## src/rtl/memory_unit.sv

```systemverilog
//==============================================================================
// Module      : memory_unit
// Description : 16x8 program/data RAM with MAR/MDR, serviced by control strobes,
//               plus a valid/ready program-load port. Optional control-word
//               checking is enabled with MEM_STRICT_CTRL_CHK_EN.
// Revision    : 1.0 - initial release
//==============================================================================
`default_nettype none

module memory_unit #(
    parameter int ADDR_W = 4,
    parameter int DATA_W = 8
) (
    input  logic              clk,
    input  logic              rst,
    input  logic [DATA_W-1:0] bus_in,
    input  logic              lma_n,
    input  logic              lmd_n,
    input  logic              ce_n,
    input  logic              lr_n,
    output logic [DATA_W-1:0] bus_out,
    output logic              bus_out_en,
    input  logic              prog_mode,
    input  logic              prog_valid,
    input  logic [ADDR_W-1:0] prog_addr,
    input  logic [DATA_W-1:0] prog_data,
    output logic              prog_ready,
    output logic              busy,
    output logic              err
);

    localparam int c_DEPTH = 2 ** ADDR_W;

    typedef enum logic [1:0] {
        S_CLEAR = 2'd0,
        S_RUN   = 2'd1,
        S_PROG  = 2'd2
    } state_t;

    state_t              r_state;
    logic [ADDR_W-1:0]   r_cnt;
    logic [ADDR_W-1:0]   r_mar;
    logic [DATA_W-1:0]   r_mdr;
    logic                r_busy;
    logic [DATA_W-1:0]   r_mem [c_DEPTH];

    logic                w_we;
    logic [ADDR_W-1:0]   w_waddr;
    logic [DATA_W-1:0]   w_wdata;

    // Single write port shared by the clear sweep, lr_n stores and program beats.
    always_comb begin
        w_we    = 1'b0;
        w_waddr = '0;
        w_wdata = '0;
        case (r_state)
            S_CLEAR: begin
                w_we    = 1'b1;
                w_waddr = r_cnt;
            end
            S_RUN: begin
                w_we    = ~lr_n;
                w_waddr = r_mar;
                w_wdata = r_mdr;
            end
            S_PROG: begin
                w_we    = prog_valid;
                w_waddr = prog_addr;
                w_wdata = prog_data;
            end
            default: ;
        endcase
    end

    // RAM is not reset; writes are suppressed while rst is held.
    always_ff @(posedge clk) begin
        if (w_we && !rst)
            r_mem[w_waddr] <= w_wdata;
    end

    always_ff @(posedge clk or posedge rst) begin
        if (rst) begin
            r_state <= S_CLEAR;
            r_cnt   <= '0;
            r_mar   <= '0;
            r_mdr   <= '0;
            r_busy  <= 1'b1;
        end else begin
            case (r_state)
                S_CLEAR: begin
                    r_cnt <= r_cnt + 1'b1;
                    if (&r_cnt) begin
                        r_busy  <= 1'b0;
                        r_state <= prog_mode ? S_PROG : S_RUN;
                    end
                end
                S_RUN: begin
                    if (!lma_n)
                        r_mar <= bus_in[ADDR_W-1:0];
                    if (!lmd_n)
                        r_mdr <= bus_in;
                    if (prog_mode)
                        r_state <= S_PROG;
                end
                S_PROG: begin
                    if (!prog_mode)
                        r_state <= S_RUN;
                end
                default: r_state <= S_CLEAR;
            endcase
        end
    end

    assign bus_out    = r_mem[r_mar];
    assign bus_out_en = (r_state == S_RUN) && !ce_n;
    assign prog_ready = (r_state == S_PROG);
    assign busy       = r_busy;

`ifdef MEM_STRICT_CTRL_CHK_EN
    logic r_err;
    logic w_any_strobe;
    logic w_bad;

    assign w_any_strobe = !lma_n || !lmd_n || !ce_n || !lr_n;
    assign w_bad = (!ce_n && !lr_n)
                || ((r_state != S_RUN) && w_any_strobe)
                || (prog_valid && (r_state != S_PROG));

    always_ff @(posedge clk or posedge rst) begin
        if (rst)
            r_err <= 1'b0;
        else if (w_bad)
            r_err <= 1'b1;
    end

    assign err = r_err;
`else
    assign err = 1'b0;
`endif

endmodule

`default_nettype wire

```

## config.mk

```make
export PLATFORM = sky130hd
export DESIGN_NAME = memory_unit
export DESIGN_NICKNAME = d
export VERILOG_FILES = /design/src/rtl/memory_unit.sv
export SDC_FILE = /design/constraint.sdc
export NUM_CORES = 1
export LEC_CHECK = 0
export ABC_AREA = 1
export CAP_MARGIN = 20
export CORE_UTILIZATION = 45
export CTS_BUF_LIST = sky130_fd_sc_hd__clkbuf_2
export DETAILED_ROUTE_END_ITERATION = 6
export PLACE_DENSITY = 0.65
export REMOVE_ABC_BUFFERS = 1
export SKIP_LAST_GASP = 1
export SLEW_MARGIN = 20
export SYNTH_ARGS = -nofsm -noshare
export SYNTH_HDL_FRONTEND = slang
export SYNTH_SLANG_ARGS = --single-unit
```

## constraint.sdc

```tcl
create_clock -name clk -period 3.1 [get_ports clk]
set_clock_uncertainty 0.1 [all_clocks]
set_input_delay 0.775 -clock clk [delete_from_list [all_inputs] [get_ports clk]]
set_output_delay 0.775 -clock clk [all_outputs]
set_load 0.05 [all_outputs]
```

======== Word level (Yosys, flattened, before mapping) ========
Memories as Yosys holds them, arrays and structs flattened.
Index checks and enable logic that the tools add are counted.
storage, ports and cells
  output and inout port bits .............. 12
  ROM bits ................................ 0
  input port bits ......................... 28
  bits in writable memories ............... 128
  flip-flop bits (word level) ............. 19
  bits in latches ......................... 0
  memories ................................ 1
memory list
  name   depth  bits a word  rd ports  clocked after memory_dff  write ports  line  RTL
  r_mem  16     8            1         0                         1            45    logic [DATA_W-1:0] r_mem [c_DEPTH];
operators by class
  multipliers ............................. 0
  shifts and indexed selects .............. 0
  div/mod/pow operators ................... 0
  bitwise operators ....................... 3
  magnitude comparators ................... 0
  reductions and logical operators ........ 10
  multiplexer cells ....................... 10
  add/subtract/negate cells ............... 1
  eq/ne operators ......................... 5
operators by type and width
  kind                                                  count
  one-hot mux 8 bit (2 select lines)                    1
  one-hot mux 4 bit (3 select lines)                    1
  two-way mux 2 bit                                     4
  inequality test 2 bit (second input constant)         3
  one-hot mux 2 bit (3 select lines)                    1
  AND reduction 5 bit                                   1
  adder 4 x 1 -> 4 bit (second input constant)          1
  AND reduction 2 bit                                   2
  AND reduction 4 bit                                   1
  inverter 1 bit                                        3
  one-hot mux 1 bit (3 select lines)                    1
  AND reduction 3 bit                                   1
  equality test 2 x 1 -> 1 bit (second input constant)  1
  equality test 2 bit (second input constant)           1
  logical AND 1 bit                                     2
  logical NOT 1 bit                                     2
  logical NOT 2 bit                                     1
  two-way mux 1 bit                                     2

======== Longest topological paths before layout ========
  word-level depth ........................ 5
  mapped depth ............................ 8
  depth with buffers taken out ............ 8

======== Worst setup path before layout ========
No wires, ideal clock.
  path type ............................... reg2reg
  start ................................... register r_state[0]
  end ..................................... memory r_mem[10][0] (enable)
  setup time .............................. 370 ps
  arrival ................................. 2030 ps
  path slack .............................. 600 ps
  buffers on the path ..................... 1
  data required time ...................... 2630 ps
  stages on the path, launching flop included .. 8
  path through ............................ dfrtp_1 -> inv_1 -> ha_1 -> buf_2 -> nand2_1 -> nand3_1 -> nand3_1 -> nor2_1
between the ends
  cells in the longest elaborated chain, start to end .. 5
  elaborated cells between the ends (all ways) .. 8
  classes of those cells .................. 2 x eq/ne; 4 x mux; 2 x reduce/logical
RTL lines
  item                                     line  RTL
  start, declared                          40    state_t r_state;
  start signal, assigned                   94    r_state <= prog_mode ? S_PROG : S_RUN;
  equality test 2 bit (*)                  -
  via prog_ready                           27    output logic prog_ready,
  one-hot mux 1 bit (3 select lines)       56    case (r_state)
  logical AND 1 bit                        77    if (w_we && !rst)
  two-way mux 1 bit                        77
  two-way mux 1 bit (implied by the code)  78    r_mem[w_waddr] <= w_wdata;
  end, declared                            45
Mark *: on every way through the listed nets, which the timed path passes. The rest lies on a longest branch.

======== Worst setup path in the final report ========
  start ................................... register r_mar[0]
  end ..................................... output port bus_out[5]
between the ends
  cells in the longest elaborated chain, start to end .. 1
RTL lines
  item                      line  RTL
  start, declared           42    logic [ADDR_W-1:0] r_mar;
  start signal, assigned    99    r_mar <= bus_in[ADDR_W-1:0];
  memory read (16 x 8 bit)  -
  end, declared             21    output logic [DATA_W-1:0] bus_out,
No other way between the ends.

==> flow_metrics.env <==
export IMPL_areaGrowthSynthToFinish_pct=22.6
export IMPL_synth_common_cells="nand2_1, edfxtp_1, inv_1, nand3_1, nor2_1"
export IMPL_dr_first_iter_drc_count=477
export IMPL_drv_slew=0
export IMPL_cellLeakagePower_nw=3.58
export IMPL_fp_coreArea_um2=14500
export IMPL_worst_slack_ps=-61.7
export IMPL_fin_setup_tns_ps=-61.7
export IMPL_start_util_pct=45.8
export IMPL_rr_startpoint="r_state[1]$_DFFE_PP0P_"
export IMPL_power_switching_mw=3.30
export IMPL_swShare_pct=42.2
export IMPL_grt_usage_pct=22.1
export IMPL_wl_um=16400
export IMPL_synthCells=679
export IMPL_antenna_found_initial=0
export IMPL_grt_pass1_vias=4694
export IMPL_grt_start_max_net_pins=35
export IMPL_finalSetupViolCount=1
export IMPL_holdCritStartpoint="busy$_DFFE_PP1P_"
export IMPL_p_seq_share_pct=35.6
export IMPL_ys_top_cells_by_area="edfxtp_1, nand2_1, nand3_1"
export IMPL_drc=0
export IMPL_ys_warnings_count=0
export IMPL_nNetsFinal=782
export IMPL_htreeDepth=4
export IMPL_r2r_setup_slack_ps=490
export IMPL_outcome="finished with violations"
export IMPL_die_w_um=123
export IMPL_synth_top_area_share_pct=57.9
export IMPL_rows=44
export IMPL_max_cap_violations=0
export IMPL_portBuffers=38
export IMPL_post_route_min_period_ps=3160
export IMPL_ff2ff_path_depth=8
export IMPL_synth_edff_count=128
export IMPL_crit_required_ps=2220
export IMPL_via_per_inst=5.14
export IMPL_synth_area_per_cell_um2=9.78
export IMPL_rsz0062_at_grt="yes"
export IMPL_synth_seq_area_share_pct=65.1
export IMPL_final_antenna_net_count=0
export IMPL_drive_gt1_share_pct=18.4
export IMPL_internal_power_mw=4.53
export IMPL_holdPathEnd="busy$_DFFE_PP1P_"
export IMPL_synthArstFlopShare_pct=12.9
export IMPL_violations="setup timing"
export IMPL_globalplace_congestion=0.818
export IMPL_pwr_share_clk_pct=12.7
export IMPL_hold_path_class="register to register"
export IMPL_clk_latency_ps=670
export IMPL_grt_pass1_wl_um=24100
export IMPL_vdd_drop_max_v=0.000728
export IMPL_worst_pin_slew_ps=767
export IMPL_cp_max_fo=5
export IMPL_netlist_area_um2=6640
export IMPL_end_kind="primary output"
export IMPL_fmax_mhz=316
export IMPL_cts_made_buffers=17
export IMPL_period_share_pct=102
export IMPL_cts_clk_slew_worst_paths_ps=190
export IMPL_critical_path_class="register to primary output"
export IMPL_arrival_ps=2290
export IMPL_ios=40
export IMPL_multiInputGateArea_um2=1960
export IMPL_utilization_pct=56.2
export IMPL_wl_per_cell_um=17.3
export IMPL_hold_buffers=0
export IMPL_die_area_um2=15200
export IMPL_worstSetupStartpointType="register"
export IMPL_min_path_cells=1
export IMPL_synth_flop_cell="edfxtp_1"
export IMPL_die_h_um=123
export IMPL_dp_slack_ps=423
export IMPL_report_final_hold_viol_count=0
export IMPL_comb_power_share_pct=51.8
export IMPL_cts_tree="yes"
export IMPL_diodes=0
export IMPL_num_fill_cells=1211
export IMPL_overflow=0
export IMPL_hold_slack_ps=374
export IMPL_root_buffer="clkbuf_2"
export IMPL_yosysMostFrequentCell="nand2_1"
export IMPL_cts_sinks=147
export IMPL_yosys_register_bits=147
export IMPL_r2r_end="r_mem[10][7]$_DFFE_PP_"
export IMPL_slew_headroom_pct=48.8
export IMPL_ys_types=29
export IMPL_clockBufferDepth=2
export IMPL_yosys_area_top_type="edfxtp_1"
export IMPL_regArea_um2=4320
export IMPL_first_pass_iters=6
export IMPL_power_density_nw_per_um2=963
export IMPL_dp_hpwl_um=9690
export IMPL_vias=4865
==> sequential cells by signal, summed over array words and instances, names as in the netlist <==
register / flops
r_cnt: 4
r_mem: 128
busy: 1
r_mdr: 8
r_mar: 4
r_state: 2
==> cell usage in the layout (no fill, tap or decap), drive strengths merged <==
cell type and n:
a21oi 8, a31oi 1, buf 46, bufinv 2, clkbuf 27, clkdlybuf4s50 28
clkinv 8, conb 1, dfrtp 18, dfstp 1, dlygate4sd2 1, edfxtp 128
ha 5, inv 117, mux2 4, nand2 222, nand3 104, nand3b 2
nand4 1, nor2 20, o211ai 1, o21a 1, o21ai 10, o22ai 1
or2 2, xnor2 1, xor2 2
==> cell families (layout without fill, tap and decap cells) <==
group | after synthesis | in the layout | share of synthesized area (%)
xor gates and xnor gates | 3 | 3 | 0.396
DFF | 147 | 147 | 65.1
AOI/OAI and AO/OA | 22 | 22 | 1.77
other | 1 | 1 | 0.0565
buffers and inverters | 146 | 229 | 8.88
muxes | 4 | 4 | 0.792
adders and majority gates | 5 | 5 | 0.943
and+or+nand+nor | 351 | 351 | 22.1
==> power groups by stage <==
| stage | clock network, mW | registers (mW) | logic (mW) |
|---|---|---|---|
| 3_5_place_dp | 0 | 2.79 | 3.36 |
| 4_1_cts | 1.01 | 2.77 | 3.66 |
| 6_report | 0.992 | 2.79 | 4.06 |
| 5_1_grt | 1.08 | 2.82 | 4.37 |
| 3_3_place_gp | 0 | 2.78 | 3.31 |
| 2_1_floorplan | 0 | 2.88 | 1.85 |
==> area by class of cell <==
type	count	area share [%]
sequential	147	53.1
multi-input combinational	386	24.1
timing repair buffer	80	11.9
inverter	116	5.44
tap	184	2.83
clock buffer	22	1.35
clock inverter	10	1.14
timing repair inverter	1	0.108
==> worst max-delay path by stage <==
stage | to | slack [ps] | from
2_1_floorplan | bus_out[6] | -490 | r_mar[0]$_DFFE_PP0P_
6_report | bus_out[5] | -60 | r_mar[0]$_DFFE_PP0P_
3_3_place_gp | r_mem[10][1]$_DFFE_PP_ | 480 | lr_n
4_1_cts | bus_out[0] | -80 | r_mar[1]$_DFFE_PP0P_
5_1_grt | bus_out[5] | -200 | r_mar[0]$_DFFE_PP0P_
3_5_place_dp | r_mem[10][7]$_DFFE_PP_ | 420 | prog_addr[0]
==> routing by layer <==
metal | share of wire (%) | global-route usage, %
met1 | 42 | 27.6
met2 | 50 | 37.5
met5 | 0 | 0
met3 | 6.1 | 4.98
met4 | 2.6 | 8.21
==> stage by stage <==
| stage | area, µm² | total power, mW | instances |
|---|---|---|---|
| 6_report | 8140 | 7.84 | 946 |
| 5_1_grt | 8140 | 8.27 | 946 |
| 4_1_cts | 7800 | 7.43 | 941 |
| 3_5_place_dp | 7400 | 6.15 | 900 |
| 3_3_place_gp | 7400 | 6.09 | 900 |
| 2_1_floorplan | 6480 | 4.73 | 649 |
==> what timing repair did <==
action | CTS | global route
gates cloned | 4 | 5
pin swaps | 6 | 37
gates resized for setup | 18 | 53
setup buffers | 5 | 1
endpoints found under the setup margin | 10 | 9
==> critical path: stages (launching register included) <==
cell       delay [ps]
dfrtp_2           560
buf_12            200
clkbuf_16         150
nand2_1            60
nand3_1            70
nand3_1           170
nand3_1           130
nand2_2           110
buf_12            140
No activity file was read; power rests on OpenSTA's default activity.
